### src/rtl/if_prefetch_queue_if.sv
// Fetch-stage bundle for if_prefetch_queue: the redirect/stall/decode side
// plus the single-word read channel to the shared RAM port.
// master: the prefetch queue itself. slave: the surrounding pipeline and RAM.
interface if_prefetch_queue_if #(
    parameter int ADDR_W = 32,
    parameter int INST_W = 32,
    parameter int DEPTH  = 4
);
    localparam int CNT_W = $clog2(DEPTH + 1);

    logic              rdy;
    logic              redirect_i;
    logic [ADDR_W-1:0] redirect_pc_i;
    logic              stall_i;
    logic              valid_o;
    logic [ADDR_W-1:0] pc_o;
    logic [INST_W-1:0] inst_o;
    logic [CNT_W-1:0]  count_o;
    logic              ram_re_o;
    logic [ADDR_W-1:0] ram_addr_o;
    logic              ram_busy_i;
    logic              ram_done_i;
    logic [INST_W-1:0] ram_data_i;

    modport master (
        input  rdy,
        input  redirect_i,
        input  redirect_pc_i,
        input  stall_i,
        output valid_o,
        output pc_o,
        output inst_o,
        output count_o,
        output ram_re_o,
        output ram_addr_o,
        input  ram_busy_i,
        input  ram_done_i,
        input  ram_data_i
    );

    modport slave (
        output rdy,
        output redirect_i,
        output redirect_pc_i,
        output stall_i,
        input  valid_o,
        input  pc_o,
        input  inst_o,
        input  count_o,
        input  ram_re_o,
        input  ram_addr_o,
        output ram_busy_i,
        output ram_done_i,
        output ram_data_i
    );
endinterface

### src/rtl/if_prefetch_queue.sv
// Instruction-fetch stage with a DEPTH-entry prefetch queue.
// Issues sequential single-word reads (one in flight at a time), queues the
// returned {pc, inst} pairs and presents one instruction per cycle to decode.
// A redirect flushes the queue and discards any read still in flight.
// Optional feature: define IFQ_BYPASS_EN to let a returning read go straight
// into the output register when the queue is empty and decode is not stalled.
module if_prefetch_queue #(
    parameter int                ADDR_W   = 32,
    parameter int                INST_W   = 32,
    parameter int                DEPTH    = 4,
    parameter logic [ADDR_W-1:0] RESET_PC = '0
) (
    input  logic              clk,
    input  logic              rst,
    if_prefetch_queue_if.master io_fetch
);
    localparam int              PTR_W   = $clog2(DEPTH);
    localparam int              CNT_W   = $clog2(DEPTH + 1);
    localparam logic [CNT_W-1:0] L_DEPTH = CNT_W'(DEPTH);
    localparam logic [ADDR_W-1:0] PC_STEP = ADDR_W'(4);

    typedef enum logic [1:0] {
        S_IDLE,
        S_WAIT,
        S_DISCARD
    } state_t;

    state_t            r_state;
    state_t            w_nextState;

    logic [ADDR_W-1:0] r_fetchPc;
    logic [ADDR_W-1:0] r_reqPc;

    logic [ADDR_W-1:0] r_memPc   [DEPTH];
    logic [INST_W-1:0] r_memInst [DEPTH];
    logic [PTR_W-1:0]  r_rdPtr;
    logic [PTR_W-1:0]  r_wrPtr;
    logic [CNT_W-1:0]  r_count;

    logic              r_valid;
    logic [ADDR_W-1:0] r_pc;
    logic [INST_W-1:0] r_inst;

    logic              w_empty;
    logic              w_full;
    logic              w_issue;
    logic              w_waitDone;
    logic              w_bypass;
    logic              w_push;
    logic              w_pop;

    // Control decode and next-state: issue gating, push/pop/bypass and FSM moves
    always_comb begin
        w_nextState = r_state;
        w_empty     = (r_count == '0);
        w_full      = (r_count == L_DEPTH);
        w_issue     = io_fetch.rdy & ~rst & (r_state == S_IDLE) & ~w_full
                      & ~io_fetch.ram_busy_i & ~io_fetch.redirect_i;
        w_waitDone  = (r_state == S_WAIT) & io_fetch.ram_done_i & ~io_fetch.redirect_i;
`ifdef IFQ_BYPASS_EN
        w_bypass    = w_waitDone & w_empty & ~io_fetch.stall_i;
`else
        w_bypass    = 1'b0;
`endif
        w_push      = w_waitDone & ~w_bypass;
        w_pop       = ~io_fetch.redirect_i & ~io_fetch.stall_i & ~w_empty;

        case (r_state)
            S_IDLE: begin
                if (w_issue) begin
                    w_nextState = S_WAIT;
                end
            end
            S_WAIT: begin
                if (io_fetch.redirect_i) begin
                    w_nextState = io_fetch.ram_done_i ? S_IDLE : S_DISCARD;
                end else if (io_fetch.ram_done_i) begin
                    w_nextState = S_IDLE;
                end
            end
            S_DISCARD: begin
                if (io_fetch.ram_done_i) begin
                    w_nextState = S_IDLE;
                end
            end
            default: begin
                w_nextState = S_IDLE;
            end
        endcase
    end

    // FSM state register; frozen while rdy is low
    always_ff @(posedge clk) begin
        if (rst) begin
            r_state <= S_IDLE;
        end else if (io_fetch.rdy) begin
            r_state <= w_nextState;
        end
    end

    // Fetch PC advances on every issued read and jumps on redirect
    always_ff @(posedge clk) begin
        if (rst) begin
            r_fetchPc <= RESET_PC;
            r_reqPc   <= '0;
        end else if (io_fetch.rdy) begin
            if (io_fetch.redirect_i) begin
                r_fetchPc <= io_fetch.redirect_pc_i;
            end else if (w_issue) begin
                r_reqPc   <= r_fetchPc;
                r_fetchPc <= r_fetchPc + PC_STEP;
            end
        end
    end

    // Queue storage; written only when a returned read is kept
    always_ff @(posedge clk) begin
        if (io_fetch.rdy && !rst && w_push) begin
            r_memPc[r_wrPtr]   <= r_reqPc;
            r_memInst[r_wrPtr] <= io_fetch.ram_data_i;
        end
    end

    // Queue pointers and occupancy; redirect empties the queue
    always_ff @(posedge clk) begin
        if (rst) begin
            r_rdPtr <= '0;
            r_wrPtr <= '0;
            r_count <= '0;
        end else if (io_fetch.rdy) begin
            if (io_fetch.redirect_i) begin
                r_rdPtr <= '0;
                r_wrPtr <= '0;
                r_count <= '0;
            end else begin
                if (w_push) begin
                    r_wrPtr <= r_wrPtr + PTR_W'(1);
                end
                if (w_pop) begin
                    r_rdPtr <= r_rdPtr + PTR_W'(1);
                end
                if (w_push && !w_pop) begin
                    r_count <= r_count + CNT_W'(1);
                end else if (!w_push && w_pop) begin
                    r_count <= r_count - CNT_W'(1);
                end
            end
        end
    end

    // Output register: bubble on redirect, hold on stall, else pop/bypass/bubble
    always_ff @(posedge clk) begin
        if (rst) begin
            r_valid <= 1'b0;
            r_pc    <= '0;
            r_inst  <= '0;
        end else if (io_fetch.rdy) begin
            if (io_fetch.redirect_i) begin
                r_valid <= 1'b0;
                r_pc    <= '0;
                r_inst  <= '0;
            end else if (!io_fetch.stall_i) begin
                if (!w_empty) begin
                    r_valid <= 1'b1;
                    r_pc    <= r_memPc[r_rdPtr];
                    r_inst  <= r_memInst[r_rdPtr];
                end else if (w_bypass) begin
                    r_valid <= 1'b1;
                    r_pc    <= r_reqPc;
                    r_inst  <= io_fetch.ram_data_i;
                end else begin
                    r_valid <= 1'b0;
                    r_pc    <= '0;
                    r_inst  <= '0;
                end
            end
        end
    end

    assign io_fetch.valid_o    = r_valid;
    assign io_fetch.pc_o       = r_pc;
    assign io_fetch.inst_o     = r_inst;
    assign io_fetch.count_o    = r_count;
    assign io_fetch.ram_re_o   = w_issue;
    assign io_fetch.ram_addr_o = r_fetchPc;
endmodule

### src/flat_wrapper.sv
// flat-port wrapper written by rule: the top's interface ports become plain ports
module if_prefetch_queue_flat 
#(
    parameter int                ADDR_W   = 32,
    parameter int                INST_W   = 32,
    parameter int                DEPTH    = 4,
    parameter logic [ADDR_W-1:0] RESET_PC = '0
)
  (clk, rst, io_fetch_rdy, io_fetch_redirect_i, io_fetch_redirect_pc_i, io_fetch_stall_i, io_fetch_valid_o, io_fetch_pc_o, io_fetch_inst_o, io_fetch_count_o, io_fetch_ram_re_o, io_fetch_ram_addr_o, io_fetch_ram_busy_i, io_fetch_ram_done_i, io_fetch_ram_data_i);
  if_prefetch_queue_if #(.ADDR_W(ADDR_W), .INST_W(INST_W), .DEPTH(DEPTH)) io_fetch_i ();
  input  logic clk;
  input  logic rst;
  input wire logic [$bits(io_fetch_i.rdy)-1:0] io_fetch_rdy;
  input wire logic [$bits(io_fetch_i.redirect_i)-1:0] io_fetch_redirect_i;
  input wire logic [$bits(io_fetch_i.redirect_pc_i)-1:0] io_fetch_redirect_pc_i;
  input wire logic [$bits(io_fetch_i.stall_i)-1:0] io_fetch_stall_i;
  output wire logic [$bits(io_fetch_i.valid_o)-1:0] io_fetch_valid_o;
  output wire logic [$bits(io_fetch_i.pc_o)-1:0] io_fetch_pc_o;
  output wire logic [$bits(io_fetch_i.inst_o)-1:0] io_fetch_inst_o;
  output wire logic [$bits(io_fetch_i.count_o)-1:0] io_fetch_count_o;
  output wire logic [$bits(io_fetch_i.ram_re_o)-1:0] io_fetch_ram_re_o;
  output wire logic [$bits(io_fetch_i.ram_addr_o)-1:0] io_fetch_ram_addr_o;
  input wire logic [$bits(io_fetch_i.ram_busy_i)-1:0] io_fetch_ram_busy_i;
  input wire logic [$bits(io_fetch_i.ram_done_i)-1:0] io_fetch_ram_done_i;
  input wire logic [$bits(io_fetch_i.ram_data_i)-1:0] io_fetch_ram_data_i;
  assign io_fetch_i.rdy = io_fetch_rdy;
  assign io_fetch_i.redirect_i = io_fetch_redirect_i;
  assign io_fetch_i.redirect_pc_i = io_fetch_redirect_pc_i;
  assign io_fetch_i.stall_i = io_fetch_stall_i;
  assign io_fetch_valid_o = io_fetch_i.valid_o;
  assign io_fetch_pc_o = io_fetch_i.pc_o;
  assign io_fetch_inst_o = io_fetch_i.inst_o;
  assign io_fetch_count_o = io_fetch_i.count_o;
  assign io_fetch_ram_re_o = io_fetch_i.ram_re_o;
  assign io_fetch_ram_addr_o = io_fetch_i.ram_addr_o;
  assign io_fetch_i.ram_busy_i = io_fetch_ram_busy_i;
  assign io_fetch_i.ram_done_i = io_fetch_ram_done_i;
  assign io_fetch_i.ram_data_i = io_fetch_ram_data_i;
  if_prefetch_queue #(.ADDR_W(ADDR_W), .INST_W(INST_W), .DEPTH(DEPTH), .RESET_PC(RESET_PC)) u_core (.clk(clk), .rst(rst), .io_fetch(io_fetch_i));
endmodule
### config.mk
export PLATFORM = sky130hd
export DESIGN_NAME = if_prefetch_queue_flat
export DESIGN_NICKNAME = d
export VERILOG_FILES = /design/src/rtl/if_prefetch_queue_if.sv /design/src/rtl/if_prefetch_queue.sv /design/src/flat_wrapper.sv
export SDC_FILE = /design/constraint.sdc
export NUM_CORES = 1
export LEC_CHECK = 0
export ABC_AREA = 1
export CAP_MARGIN = 20
export CORE_MARGIN = 2
export CORE_UTILIZATION = 55
export DETAILED_ROUTE_END_ITERATION = 6
export GPL_ROUTABILITY_DRIVEN = 1
export PLACE_DENSITY = 0.78
export SETUP_SLACK_MARGIN = 0.1
export SLEW_MARGIN = 10
export SYNTH_ARGS = -nofsm -noshare
export SYNTH_HDL_FRONTEND = slang
export SYNTH_SLANG_ARGS = --single-unit
### constraint.sdc
create_clock -name clk -period 16 [get_ports clk]
set_clock_uncertainty 0.15 [all_clocks]
set_input_delay 4 -clock clk [delete_from_list [all_inputs] [get_ports clk]]
set_output_delay 4 -clock clk [all_outputs]
set_load 0.005 [all_outputs]
==> qor.tcl <==
set qor(synthesized_instance_count) 1536
set qor(synth.cell_area_mm2) 0.0159
set qor(mostFrequentLayoutCell) {nand2_1}
set qor(antenna-diode-count) 0
set qor(detail_route.wl_per_cell_um) 17.1
set qor(postSynthRegisterBits) 396
set qor(layout_cell_share_with_drive_strength_beyond_1_pct) 8.72
set qor(clk_pin_slew_worst_paths_ns) 0.06
set qor(wirelength_met1_um) 15800
set qor(global_route.usage.total_pct) 23.3
set qor(crit_path_start_kind) {primary input}
set qor(total_power_mw) 2.14
set qor(multiplexer_fraction_of_the_synthesized_cell_area_pct) 0
set qor(maximum_number_of_pins_on_one_net_before_global_route_repair) 105
set qor(r2r-start) {u_core.io_fetch.count_o[0]}
set qor(vias_in_the_first_global_route) 11200
set qor(post_synthesis_area_per_instance_um2) 10.3
set qor(globalRoute.totalOverflow) 0
set qor(aggregate_routed_wire_length_um) 35600
set qor(hpwl_um) 20200
set qor(die_y_um) 174
set qor(max_layer_used) {met4}
set qor(yosys_warnings) 0
set qor(nNetsFinal) 1745
set qor(dp_worst_setup_slack_ns) 4.87
set qor(report.final.slew_viol_count) 0
set qor(cts_buffers) 39
set qor(met2WireLength_um) 16800
set qor(global_route_wire_length_before_repair_um) 56700
set qor(insertion_delay_ns) 0.52
set qor(share_of_the_synthesized_area_in_compound_gates_ao_oa_aoi_oai_pct) 11.8
set qor(critical_path_arrival_ns) 6.96
set qor(dieArea_mm2) 0.0302
set qor(worst_pin_slew_ns) 1.09
set qor(detail_route_met3_wl_um) 2170
set qor(cts-htree-levels) 2
set qor(max_cap_viol_count) 0
set qor(core_area_mm2) 0.0285
set qor(dr_total_vias) 11500
set qor(area.growth.synth_to_final_pct) 20.0
set qor(p_leak_nw) 6.30
set qor(synth-adder-area-share_pct) 0.520
set qor(tritoncts) {built}
set qor(grt_setup_unrepaired) {false}
set qor(clock-root-buffer) {clkbuf_16}
set qor(final_antenna_net_count) 0
set qor(routed_via_density) 5.53
set qor(post_cts_buffers) 0
set qor(achievable-frequency_mhz) 90.0
set qor(firstDrtPassIters) 5
set qor(timing.final.ws_setup_ns) 4.89
set qor(antenna_found_initial) 0
set qor(power_per_unit_of_standard_cell_area_mw_per_mm2) 113
set qor(holdBufCountCts) 0
set qor(timing.max_slew.rel_slack_pct) 27.1
set qor(timing.final.setup_violations) 0
set qor(layout_common_cells) {nand2_1, nor2_1, edfxtp_1}
set qor(port_buffers) 171
set qor(worst_setup_path_startpoint) {io_fetch_redirect_i}
set qor(worstHoldPathType) {reg2reg}
set qor(min-delay-start) {u_core.io_fetch.inst_o[2]}
set qor(io-pin-count) 172
set qor(worstPathRequired_ns) 11.85
set qor(initial_util_pct) 55.6
set qor(placement_rows) 62
set qor(synth_sequential_area_ratio_pct) 66.1
set qor(vdd_drop_max_uv) 84.8
set qor(status) {finished, final reports clean}
set qor(post_cts_resized) 0
set qor(number_of_buffers_between_clock_root_and_the_deepest_sink) 3
set qor(setup_total_negative_slack_ns) 0
set qor(layout_worst_path_cycle_share_pct) 69.5
set qor(final_period_minus_worst_setup_slack_ns) 11.11
set qor(final_cell_area_mm2) 0.0190
set qor(final-hold-violation-count) 0
set qor(dieWidth_um) 174
set qor(synth_fp_nets) 1613
set qor(drc_violation_total_after_the_first_tritonroute_iteration) 897
set qor(worstSetupPathType) {in2out}
set qor(cp-end-kind) {output port}
set qor(post_synth_xor_area_fraction_pct) 0.166
set qor(post_dp_cell_area_mm2) 0.0178
set qor(critPathMaxFanout) 44
set qor(number_of_distinct_library_cells_after_synthesis) 34
set qor(drc) 0
set qor(gpl.final_weighted_congestion) 0.883
set qor(synthesized_area_fraction_occupied_by_and_or_nand_nor_cells_pct) 17.4
set qor(main_combinational_cell_family_by_area_after_synthesis) {simple AND/OR/NAND/NOR gates}
set qor(numClockSinks) 396
## flip-flops by register name, indices dropped and copies added, names as in the netlist, named ones only
signal,flops
u_core.r_memInst,128
u_core.r_memPc,128
u_core.io_fetch.inst_o,32
u_core.io_fetch.pc_o,32
u_core.io_fetch.ram_addr_o,32
u_core.r_reqPc,32
u_core.io_fetch.count_o,3
u_core.r_rdPtr,2
u_core.r_state,2
u_core.r_wrPtr,2
u_core.io_fetch.valid_o,1
## cells by family after synthesis
kind of cell    after synthesis
xor+xnor                      3
fa+ha+maj                     6
compound gates              302
simple gates                688
buf+inv                     141
flops                       396
## area by class of cell
class / instances / area (µm²)
sequential: 396 / 10500
fill: 2177 / 9500
multi-input combinational: 999 / 4790
timing repair buffer: 182 / 1790
clock buffer: 52 / 1090
tap: 384 / 480
clock inverter: 19 / 205
inverter: 50 / 193
## power breakdown
part	internal, mW	leakage [nW]	switching [mW]	total [mW]
clock network	0.544	0.624	0.369	0.913
registers	1.09	3.54	0.0165	1.11
logic	0.0530	2.14	0.0684	0.121
total	1.69	6.30	0.454	2.14
## stage by stage
step                      utilization (%)  instances  hold WS [ns]
final                                66.7       2082         0.312
after global routing                 66.7       2082         0.333
after CTS                            66.7       2082         0.315
after detailed placement             62.2       2011         0.306
after global placement               62.2       2011         0.301
after floorplan                         -       1536         0.310
## worst paths after layout
check | endpoint | slack (ns) | cells after the start
min | u_core.io_fetch.inst_o[2] | 0.31 | 2
max reg2reg | u_core.io_fetch.ram_addr_o[2] | 13.10 | 7
max | io_fetch_ram_re_o | 4.89 | 6
min reg2reg | u_core.io_fetch.inst_o[2] | 0.31 | 2
## synthesized netlist by cell type (all sizes together)
cell type	instances	area (µm²)
nand4	4	25.0
clkbuf	50	188
buf	41	253
dfxtp	140	2800
a211oi	1	7.51
a31oi	2	12.5
ha	5	62.6
edfxtp	256	7690
nor2	279	1060
and2	1	6.26
xor2	2	17.5
or2	1	6.26
nand2	355	1410
o211ai	1	7.51
nor3	6	30.0
o32ai	64	561
a21boi	1	7.51
nor4	1	21.3
o21ai	102	510
xnor2	1	8.76
a21oi	131	764
fa	1	20.0
nand3	41	218
inv	50	190
## critical path: stages
cell	delay, ns
clkdlybuf4s50_1	0.41
buf_4	0.26
inv_2	0.63
nand3_4	0.50
inv_4	0.53
clkdlybuf4s50_1	0.60
## layer usage
layer | vias to the layer above | GRT usage [%]
met3 | 60 | 3.57
met4 | 0 | 6.76
met5 | - | 0
met2 | 387 | 38.4
met1 | 5509 | 32.2
li1 | 5558 | -
No activity file was read; power rests on OpenSTA's default activity.
